$ cat config.mk
export PLATFORM = sky130hd
export DESIGN_NAME = dac_volume_sequencer
export DESIGN_NICKNAME = d
export VERILOG_FILES = /design/src/rtl/dac_pkg.sv /design/src/rtl/dac_period_tick.sv /design/src/rtl/dac_volume_sequencer.sv
export SDC_FILE = /design/constraint.sdc
export NUM_CORES = 1
export LEC_CHECK = 0
export ABC_AREA = 1
export BUFFER_PORTS_ARGS = -buffer_cell sky130_fd_sc_hd__buf_2
export CELL_PAD_IN_SITES_DETAIL_PLACEMENT = 2
export CELL_PAD_IN_SITES_GLOBAL_PLACEMENT = 2
export CORE_ASPECT_RATIO = 0.5
export CORE_MARGIN = 5
export CORE_UTILIZATION = 34
export CTS_BUF_LIST = sky130_fd_sc_hd__clkbuf_16
export DETAILED_ROUTE_END_ITERATION = 10
export GPL_TIMING_DRIVEN = 0
export PLACE_DENSITY = 0.77
export SYNTH_ARGS = -nofsm -noshare
export SYNTH_HDL_FRONTEND = slang
export SYNTH_HIERARCHICAL = 1
export SYNTH_SLANG_ARGS = --single-unit
export TNS_END_PERCENT = 10
$ cat constraint.sdc
create_clock -name clk -period 4.09 [get_ports clk]
set_input_delay 0.818 -clock clk [delete_from_list [all_inputs] [get_ports clk]]
set_output_delay 0.818 -clock clk [all_outputs]
set_load 0.1 [all_outputs]
$ cat src/rtl/dac_pkg.sv
// Shared types and constants for the DAC volume sequencer.
// The mute states are only reachable when DAC_SOFT_MUTE_EN is defined.
package dac_pkg;

  typedef enum logic [2:0] {
    IDLE      = 3'd0,
    RAMP_UP   = 3'd1,
    RAMP_DOWN = 3'd2,
    MUTING    = 3'd3,
    MUTED     = 3'd4
  } dac_state_e;

  function automatic int pwm_counter(input int sys_freq_hz, input int pwm_freq);
    return sys_freq_hz / pwm_freq;
  endfunction

  function automatic int cnt_width(input int max_val);
    return (max_val > 32'sd0) ? $clog2(max_val + 32'sd1) : 32'sd1;
  endfunction

endpackage

$ cat src/rtl/dac_period_tick.sv
// PWM period tick: a 0..PWM_COUNTER counter with a one-cycle tick on the wrap value.
module dac_period_tick
  import dac_pkg::*;
#(
  parameter int SYS_FREQ_HZ = 32'd150_000_000,
  parameter int PWM_FREQ    = 32'd100_000
) (
  input  logic clk,
  input  logic resetn,
  output logic tick
);

  localparam int PWM_COUNTER = pwm_counter(SYS_FREQ_HZ, PWM_FREQ);
  localparam int CW          = cnt_width(PWM_COUNTER);
  localparam logic [CW-1:0] CNT_LAST = CW'(PWM_COUNTER);

  logic [CW-1:0] cnt_r;
  logic [CW-1:0] cnt_next_s;
  logic          tick_r;

  // Next counter value, wrapping after the last PWM count
  always_comb begin
    if (cnt_r == CNT_LAST) begin
      cnt_next_s = '0;
    end else begin
      cnt_next_s = cnt_r + CW'(1);
    end
  end

  // Tick is registered so it is high exactly while cnt_r holds the wrap value
  always_ff @(posedge clk or posedge resetn) begin
    if (resetn) begin
      cnt_r  <= '0;
      tick_r <= 1'b0;
    end else begin
      cnt_r  <= cnt_next_s;
      tick_r <= (cnt_next_s == CNT_LAST);
    end
  end

  assign tick = tick_r;

endmodule

$ cat src/rtl/dac_volume_sequencer.sv
// Ramps the PWM DAC duty value toward requested volumes, one step per period tick.
// Optional soft mute (mute port, MUTING/MUTED states) is enabled by DAC_SOFT_MUTE_EN.
module dac_volume_sequencer
  import dac_pkg::*;
#(
  parameter int SYS_FREQ_HZ = 32'd150_000_000,
  parameter int PWM_FREQ    = 32'd100_000,
  parameter int DATA_WIDTH  = 32'd8,
  parameter int STEP        = 32'd1,
  parameter int RAMP_DIV    = 32'd1
) (
  input  logic                  clk,
  input  logic                  resetn,
  input  logic [DATA_WIDTH-1:0] target_vol,
  input  logic                  target_valid,
  output logic                  target_ready,
`ifdef DAC_SOFT_MUTE_EN
  input  logic                  mute,
`endif
  output logic [DATA_WIDTH-1:0] volumen_control,
  output logic                  busy,
  output logic                  ramp_done,
  output logic                  muted
);

  localparam int W     = DATA_WIDTH;
  localparam int DIV_W = cnt_width(RAMP_DIV - 32'sd1);
  localparam logic [DIV_W-1:0] DIV_LAST = DIV_W'(RAMP_DIV - 32'sd1);
  localparam logic [W:0]       STEP_X   = (W+1)'(STEP);
  localparam logic [W-1:0]     STEP_N   = W'(STEP);

  dac_state_e       state_r, state_next_s;
  logic [W-1:0]     vol_r, vol_next_s;
  logic [W-1:0]     restore_r, restore_next_s;
  logic [DIV_W-1:0] div_r, div_next_s;
  logic             done_r, done_next_s;
  logic             busy_r, muted_r;

  logic             tick_s;
  logic             mute_req_s;
  logic             ready_s, accept_s;
  logic             ramping_s, abort_s, step_s, advance_s, reached_s;
  logic [W-1:0]     ramp_tgt_s, stepped_s;
  logic [W:0]       sum_s, floor_s;

  dac_period_tick #(
    .SYS_FREQ_HZ (SYS_FREQ_HZ),
    .PWM_FREQ    (PWM_FREQ)
  ) u_tick (
    .clk    (clk),
    .resetn (resetn),
    .tick   (tick_s)
  );

`ifdef DAC_SOFT_MUTE_EN
  dac_state_e resume_state_s;

  assign mute_req_s = mute;
  assign ready_s    = (state_r == IDLE) && !mute;
  // A ramp is abandoned when mute disagrees with the current direction of travel
  assign abort_s    = ramping_s && (mute != (state_r == MUTING));

  // Where to go when mute is released: back toward the restore level
  always_comb begin
    if (vol_r < restore_r) begin
      resume_state_s = RAMP_UP;
    end else if (vol_r > restore_r) begin
      resume_state_s = RAMP_DOWN;
    end else begin
      resume_state_s = IDLE;
    end
  end
`else
  assign mute_req_s = 1'b0;
  assign ready_s    = (state_r == IDLE);
  assign abort_s    = 1'b0;
`endif

  assign accept_s   = target_valid && ready_s;
  assign ramping_s  = (state_r == RAMP_UP) || (state_r == RAMP_DOWN) || (state_r == MUTING);
  assign step_s     = tick_s && (div_r == DIV_LAST);
  assign advance_s  = ramping_s && step_s && !abort_s;
  assign ramp_tgt_s = (state_r == MUTING) ? {W{1'b0}} : restore_r;
  assign reached_s  = (stepped_s == ramp_tgt_s);

  // Saturating one-step move toward the ramp target, computed one bit wider
  always_comb begin
    sum_s     = {1'b0, vol_r} + STEP_X;
    floor_s   = {1'b0, ramp_tgt_s} + STEP_X;
    stepped_s = vol_r;
    case (state_r)
      RAMP_UP: begin
        if (sum_s >= {1'b0, ramp_tgt_s}) begin
          stepped_s = ramp_tgt_s;
        end else begin
          stepped_s = sum_s[W-1:0];
        end
      end
      RAMP_DOWN, MUTING: begin
        if ({1'b0, vol_r} <= floor_s) begin
          stepped_s = ramp_tgt_s;
        end else begin
          stepped_s = vol_r - STEP_N;
        end
      end
      default: stepped_s = vol_r;
    endcase
  end

  // Next-state logic; mute takes priority over requests and ramps
  always_comb begin
    state_next_s = state_r;
    case (state_r)
      IDLE: begin
        if (mute_req_s) begin
          state_next_s = MUTING;
        end else if (accept_s && (target_vol > vol_r)) begin
          state_next_s = RAMP_UP;
        end else if (accept_s && (target_vol < vol_r)) begin
          state_next_s = RAMP_DOWN;
        end else begin
          state_next_s = IDLE;
        end
      end
      RAMP_UP, RAMP_DOWN: begin
        if (mute_req_s) begin
          state_next_s = MUTING;
        end else if (advance_s && reached_s) begin
          state_next_s = IDLE;
        end else begin
          state_next_s = state_r;
        end
      end
`ifdef DAC_SOFT_MUTE_EN
      MUTING: begin
        if (!mute) begin
          state_next_s = resume_state_s;
        end else if (advance_s && reached_s) begin
          state_next_s = MUTED;
        end else begin
          state_next_s = MUTING;
        end
      end
      MUTED: begin
        if (!mute) begin
          state_next_s = resume_state_s;
        end else begin
          state_next_s = MUTED;
        end
      end
`endif
      default: state_next_s = IDLE;
    endcase
  end

  // Datapath next values; any state change restarts the step divider
  always_comb begin
    if (advance_s) begin
      vol_next_s = stepped_s;
    end else begin
      vol_next_s = vol_r;
    end
    if (accept_s) begin
      restore_next_s = target_vol;
    end else begin
      restore_next_s = restore_r;
    end
    if (accept_s || (state_next_s != state_r)) begin
      div_next_s = '0;
    end else if (ramping_s && tick_s) begin
      div_next_s = (div_r == DIV_LAST) ? {DIV_W{1'b0}} : div_r + DIV_W'(1);
    end else begin
      div_next_s = div_r;
    end
    done_next_s = (state_next_s == IDLE) && ((state_r != IDLE) || accept_s);
  end

  // State register
  always_ff @(posedge clk or posedge resetn) begin
    if (resetn) begin
      state_r <= IDLE;
    end else begin
      state_r <= state_next_s;
    end
  end

  // Datapath and registered status outputs
  always_ff @(posedge clk or posedge resetn) begin
    if (resetn) begin
      vol_r     <= '0;
      restore_r <= '0;
      div_r     <= '0;
      done_r    <= 1'b0;
      busy_r    <= 1'b0;
      muted_r   <= 1'b0;
    end else begin
      vol_r     <= vol_next_s;
      restore_r <= restore_next_s;
      div_r     <= div_next_s;
      done_r    <= done_next_s;
      busy_r    <= (state_next_s != IDLE);
      muted_r   <= (state_next_s == MUTED);
    end
  end

  assign target_ready    = ready_s;
  assign volumen_control = vol_r;
  assign busy            = busy_r;
  assign ramp_done       = done_r;
  assign muted           = muted_r;

endmodule

# Word level (Yosys, flattened, before mapping)
# Index checks and enable logic that the tools add are counted.
dict set report totals {
  reg_bits 35
  out_inout_bits 12
  input_bits 11
}
dict set report op_classes {
  eq_ne 8
  n_addsub 5
  muxes 12
  n_bitwise 1
  magnitude_cmp 4
  reduce_logical 19
}
# operator n
set op_table {}
lappend op_table {{2-to-1 mux 8 bit} 3}
lappend op_table {{== test 11 bit, second input constant} 2}
lappend op_table {{adder 8 x 1 -> 9 bit, second input constant} 2}
lappend op_table {{case mux 8 bit (2 select lines)} 1}
lappend op_table {{adder 11 x 1 -> 11 bit, second input constant} 1}
lappend op_table {{2-to-1 mux 11 bit} 1}
lappend op_table {{>= comparator 9 x 8 -> 1 bit} 1}
lappend op_table {{less-or-equal comparator 8 x 9 -> 1 bit} 1}
lappend op_table {{== test 8 bit} 1}
lappend op_table {{> comparator 8 bit} 1}
lappend op_table {{logical AND 1 bit} 8}
lappend op_table {{< comparator 8 bit} 1}
lappend op_table {{subtractor 8 x 1 -> 8 bit, second input constant} 1}
lappend op_table {{== test 3 x 2 -> 1 bit, second input constant} 2}
lappend op_table {{logical NOT 3 bit} 2}
lappend op_table {{case mux 3 bit (2 select lines)} 1}
lappend op_table {{nonzero test 3 bit} 2}
lappend op_table {{logical OR 1 bit} 4}
lappend op_table {{2-to-1 mux 2 bit} 2}
lappend op_table {{OR reduction 2 bit} 2}
lappend op_table {{== test 3 x 1 -> 1 bit, second input constant} 1}
lappend op_table {{== test 3 bit, second input constant} 1}
lappend op_table {{2-to-1 mux 1 bit} 3}
lappend op_table {{2-to-1 mux 3 bit} 1}
lappend op_table {{other kinds (4)} 4}

# Logic depth before layout (Yosys ltp)
dict set report logic_depth {
  ltp_word 13
  mapped_depth 29
  ltp_nobuf 29
}

# Modules after synthesis
# The synthesis kept the hierarchy.
# mod seq_area_each_um2 n_inst cells_per_inst area_each_um2
set modules_own_cells {}
lappend modules_own_cells {dac_volume_sequencer 550.5 1 381 2463.6}
lappend modules_own_cells {dac_period_tick 300.3 1 109 750.7}

# Least setup slack after synthesis
# OpenSTA, ideal clock, no wires.
dict set report synth_timing {
  kind {flip-flop to flip-flop}
  from {register vol_r[0], in the netlist volumen_control[0]}
  to {register done_r, in the netlist ramp_done}
  synth_period_minus_slack_ps 3786
  t_arrival_ps 3717
  setup_ps 69
  stages_incl_launch_ff 23
  slack_ps 304
  t_required_ps 4021
  cell_sequence {dfrtp_1 > ha_1 > nand2_1 > nor2_2 > nand3_1 > xor2_1 > inv_1 > ha_1 > a21oi_1 > o211ai_1 > nor2_8 > nand3_4 > nand2_1 > nand3_1 > nand3_1 > nand2_1 > nand2_1 > nand2_1 > nor2_1 > nand4_1 > a21oi_1 > nand2_1 > nor2_2}
}
dict set report synth_via {
  elab_chain_len 10
  elab_cells_between_ends 19
  classes_between {add/sub: 2; order compare: 4; eq/ne: 1; mux: 7; reduce/logical: 5}
}
# item line
set synth_lines {}
lappend synth_lines {{start, declared} dac_volume_sequencer.sv:33} ;# logic [W-1:0] vol_r, vol_next_s;
lappend synth_lines {{start signal, assigned} dac_volume_sequencer.sv:197} ;# vol_r <= vol_next_s;
lappend synth_lines {{adder 8 x 1 -> 9 bit} dac_volume_sequencer.sv:88} ;# sum_s = {1'b0, vol_r} + STEP_X;
lappend synth_lines {{>= comparator 9 x 8 -> 1 bit} dac_volume_sequencer.sv:93} ;# if (sum_s >= {1'b0, ramp_tgt_s}) begin
lappend synth_lines {{2-to-1 mux 8 bit} dac_volume_sequencer.sv:93}
lappend synth_lines {{case mux 8 bit (2 select lines)} dac_volume_sequencer.sv:91} ;# case (state_r)
lappend synth_lines {{== test 8 bit} dac_volume_sequencer.sv:84} ;# assign reached_s = (stepped_s == ramp_tgt_s);
lappend synth_lines {{logical AND 1 bit} dac_volume_sequencer.sv:128} ;# end else if (advance_s && reached_s) begin
lappend synth_lines {{2-to-1 mux 3 bit} dac_volume_sequencer.sv:128}
lappend synth_lines {{case mux 3 bit (2 select lines) *} dac_volume_sequencer.sv:113} ;# case (state_r)
lappend synth_lines {{logical NOT 3 bit *} dac_volume_sequencer.sv:175} ;# done_next_s = (state_next_s == IDLE) && ((state_r != IDLE) || accept_s);
lappend synth_lines {{logical AND 1 bit *} dac_volume_sequencer.sv:175}
lappend synth_lines {{via done_next_s} dac_volume_sequencer.sv:36} ;# logic done_r, done_next_s;
lappend synth_lines {{end signal, assigned} dac_volume_sequencer.sv:200} ;# done_r <= done_next_s;
lappend synth_lines {{end, declared} dac_volume_sequencer.sv:36}
# The timed path passes the listed nets; every way through them passes the cells marked *.
# A chain may end at the register's enable or synchronous reset.

# Worst setup path after layout
dict set report layout_timing {
  from {register state_r[2]}
  to {register state_r[1]}
}
dict set report layout_via {
  elab_chain_len 10
  elab_cells_between_ends 25
  classes_between {add/sub: 1; order compare: 2; eq/ne: 4; mux: 8; reduce/logical: 10}
}
# item line
set layout_lines {}
lappend layout_lines {{start, declared} dac_volume_sequencer.sv:32} ;# dac_state_e state_r, state_next_s;
lappend layout_lines {{start signal, assigned} dac_volume_sequencer.sv:183} ;# state_r <= state_next_s;
lappend layout_lines {{== test 3 x 2 -> 1 bit} {dac_volume_sequencer.sv:80, dac_volume_sequencer.sv:83, dac_volume_sequencer.sv:91}}
lappend layout_lines {{2-to-1 mux 8 bit} dac_volume_sequencer.sv:83} ;# assign ramp_tgt_s = (state_r == MUTING) ? {W{1'b0}} : restore_r;
lappend layout_lines {{adder 8 x 1 -> 9 bit} dac_volume_sequencer.sv:89} ;# floor_s = {1'b0, ramp_tgt_s} + STEP_X;
lappend layout_lines {{less-or-equal comparator 8 x 9 -> 1 bit} dac_volume_sequencer.sv:100} ;# if ({1'b0, vol_r} <= floor_s) begin
lappend layout_lines {{2-to-1 mux 8 bit} dac_volume_sequencer.sv:100}
lappend layout_lines {{case mux 8 bit (2 select lines)} dac_volume_sequencer.sv:91}
lappend layout_lines {{== test 8 bit} dac_volume_sequencer.sv:84}
lappend layout_lines {{logical AND 1 bit} dac_volume_sequencer.sv:128}
lappend layout_lines {{2-to-1 mux 3 bit} dac_volume_sequencer.sv:128}
lappend layout_lines {{case mux 3 bit (2 select lines) *} dac_volume_sequencer.sv:113}
lappend layout_lines {{via state_next_s[1]} dac_volume_sequencer.sv:32}
# Marks and branches as above.

==> results.yml <==
status:
  status: "completed"
finish:
  area_growth_pct: 20.9
  final_util: 0.417
  final_cell_area_sq_mm: 0.00389
  fillCellCount: 1129
  drive_gt1_frac: 0.204
  final_cell_mix: "140 x nand2_1, 70 x inv_1, 53 x nand3_1, 38 x nor2_1, 30 x dfrtp_1"
  num-nets-final: 578
  final_common_cell: "nand2_1"
sta:
  max_freq_mhz: 253
  drv_slew: 0
  setup_tns_ps: 0
  slew_headroom: 0.339
  worst_pin_slew_ps: 991
  timing.final.crit_share: 0.966
  final-hold-violation-count: 0
  finClkSkew_ps: 11.7
  layout_min_cycle_time_ps: 3950
  setup_violations: 0
drt:
  via_count: 3379
  drt_iter0_markers: 97
  drc: 0
  drt.antenna.violating_nets: 0
  drt_first_pass_iters: 4
  wirelength_um: 12300
  wl_per_cell_um: 18.6
  vias_per_cell: 5.11
worst_setup_path:
  cp_top_family: "simple AND/OR/NAND/NOR gates"
  crit_buf_inv: 6
  path_common_cell: "nand3_1"
  worstSetupStartpointType: "register"
  path_depth: 25
  cp.arrival_ps: 4130
  cp_slowest_cell: "dfrtp_1"
  path_max_fanout: 5
  cp-end-kind: "register"
  reg2reg_depth: 25
  worst-setup-path-type: "register to register"
  startpoint: "state_r[2]"
  worstReg2RegStart: "state_r[2]"
  r2r-end: "state_r[1]"
  slowest_delay_ps: 370
  crit_end: "state_r[1]"
  r2r_slack_ps: 140
  cp.required_ps: 4270
pwr:
  seq_power_share: 0.301
  pwr-share-comb: 0.350
  p_switching_mw: 0.493
  vdd_drop_max_mv: 0.144
  p_int_mw: 0.780
  netSwitchingFraction: 0.387
  leakage_nw: 2.16
  p_per_area_mw_per_mm2: 328
  total_power_mw: 1.27
  clkPwrFrac: 0.348
cts:
  holdBufCountCts: 0
  numCtsBuffers: 5
  path_clk_slew_ps: 70
  cts_max_level: 2
  cts_root_buffer: "clkbuf_16"
  cts_tree: "built"
  cts_buffer_depth: 2
  worstSkewPairLatency_ps: 290
  cts_sinks: 34
synth:
  ys_warn_count: 6
  yosys_register_bits: 34
  ys_types: 31
  synthCells: 490
  netlist_area_sq_mm: 0.00321
  synth-seq-area-share: 0.265
  avgSynthCellArea_sq_um: 6.56
placement:
  dp_hpwl_um: 8730
  placed_area_sq_mm: 0.00348
  place.gp.congestion: 0.828
  numPortBuffers: 22
job:
  drv_cap: 0
global_route:
  grt_pass1_wl_um: 18000
  grt_max_degree: 23
  grt_usage: 0.196
  grt_pass1_vias: 3568
  grt_remaining_overflow: 0
  antenna_found_initial: 2
floorplan:
  core_sq_mm: 0.00932
  die_w_um: 148
  rows: 25
  die_height_um: 78.8
  dieArea_sq_mm: 0.0116
  initial_core_util: 0.345
  ioPinCount: 23
min_path:
  hp-class: "register to register"
==> repair_timing <==
item / in CTS / in global routing
cloned: 0 / 0
setup endpoints to repair: 4 / 4
setup buffers: 3 / 15
pin swaps: 2 / 13
hold endpoints to repair: 0 / 0
resized for setup: 11 / 19
==> sequential cells by signal, indices dropped and copies added, names as in the netlist <==
name / flops
restore_r: 8
volumen_control: 8
u_tick/cnt_r: 11
ramp_done: 1
state_r: 3
muted: 1
u_tick/tick: 1
busy: 1
==> power groups by stage <==
stage / logic (mW) / clock network (mW) / registers, mW
2_1_floorplan: 0.248 / 0 / 0.413
3_3_place_gp: 0.366 / 0 / 0.385
3_5_place_dp: 0.378 / 0 / 0.386
4_1_cts: 0.400 / 0.452 / 0.381
5_1_grt: 0.491 / 0.469 / 0.386
6_report: 0.446 / 0.443 / 0.384
==> worst min-delay path by stage <==
| stage | depth (start not counted) | startpoint | end |
|---|---|---|---|
| 2_1_floorplan | 2 | restore_r[0] | restore_r[0] |
| 3_3_place_gp | 2 | restore_r[0] | restore_r[0] |
| 3_5_place_dp | 2 | restore_r[7] | restore_r[7] |
| 4_1_cts | 2 | restore_r[7] | restore_r[7] |
| 5_1_grt | 2 | restore_r[0] | restore_r[0] |
| 6_report | 2 | restore_r[7] | restore_r[7] |
==> cell usage after synthesis <==
master | n | area (sq um)
inv_1 | 72 | 270
xor2_1 | 10 | 87.6
clkbuf_1 | 2 | 7.51
nand2_1 | 145 | 544
xnor2_1 | 1 | 8.76
nand3_1 | 57 | 285
nand2_2 | 7 | 43.8
conb_1 | 1 | 3.75
nand2_4 | 2 | 22.5
buf_2 | 2 | 10.0
dfrtp_1 | 34 | 851
nor3_2 | 1 | 10.0
nor3_1 | 6 | 30.0
o21ai_0 | 20 | 100
a21boi_4 | 1 | 18.8
buf_4 | 2 | 15.0
nor2_1 | 42 | 158
or2_2 | 2 | 12.5
clkinv_1 | 1 | 3.75
nand3_2 | 2 | 20.0
inv_2 | 4 | 15.0
nand4_1 | 17 | 106
nor2_2 | 10 | 62.6
nand3b_1 | 1 | 7.51
o211ai_1 | 2 | 15.0
ha_1 | 29 | 363
a21boi_1 | 1 | 7.51
a21o_1 | 1 | 7.51
nand3_4 | 3 | 52.6
nor2_8 | 1 | 20.0
a21oi_1 | 11 | 55.1
==> logic make-up after synthesis <==
family                     count (synthesis)  synth area share
adders and majority gates                 29             0.113
buffers and inverters                     83             0.100
other                                      1           0.00117
DFF                                       34             0.265
AOI/OAI and AO/OA                         36            0.0635
xor gates and xnor gates                  11            0.0300
and+or+nand+nor                          296             0.428
==> final cells by class <==
cell class / count / area [sq um] / area share
Clock buffer: 5 / 125 / 0.0322
Clock inverter: 3 / 40.0 / 0.0103
Timing Repair Buffer: 40 / 245 / 0.0631
Buffer: 6 / 32.5 / 0.00837
Multi-Input combinational cell: 374 / 2140 / 0.550
Tap cell: 121 / 151 / 0.0389
Antenna cell: 1 / 2.50 / 0.000644
Inverter: 77 / 297 / 0.0763
Sequential cell: 34 / 856 / 0.220
==> stage by stage <==
| step | instances | worst slack [ps] | hold WS [ps] |
|---|---|---|---|
| after floorplan | 491 | 304 | 453 |
| after global placement | 634 | -276 | 480 |
| after detailed placement | 634 | -359 | 498 |
| after CTS | 645 | 37.3 | 514 |
| after global routing | 661 | -94.1 | 553 |
| final | 661 | 141 | 532 |
==> worst register-to-register path, stage by stage, from the launching register on <==
cell and delay [ps]:
dfrtp_1 370, inv_2 70, nand3_4 130, clkinvlp_4 160, nor2_4 170, ha_4 170, nand2_2 80, nor2_4 160
nand3_1 110, xor2_1 210, ha_1 300, nand2_1 70, inv_1 50, nand4_1 100, a21boi_4 260, buf_4 170
nand3_1 70, nand3_1 90, nand3_1 100, nand3_1 140, nand3_1 90, nor2_2 180, nand4_1 200, a21oi_2 250
buf_4 140, inv_1 30
==> routing by layer <==
metal	share of wire	track usage	vias up
met5	0.0011	0	-
met4	0.0095	0.0372	2
met3	0.028	0.0285	11
met2	0.52	0.363	41
met1	0.44	0.245	1661
li1	-	-	1664
Power figures use the tool's default switching activity.
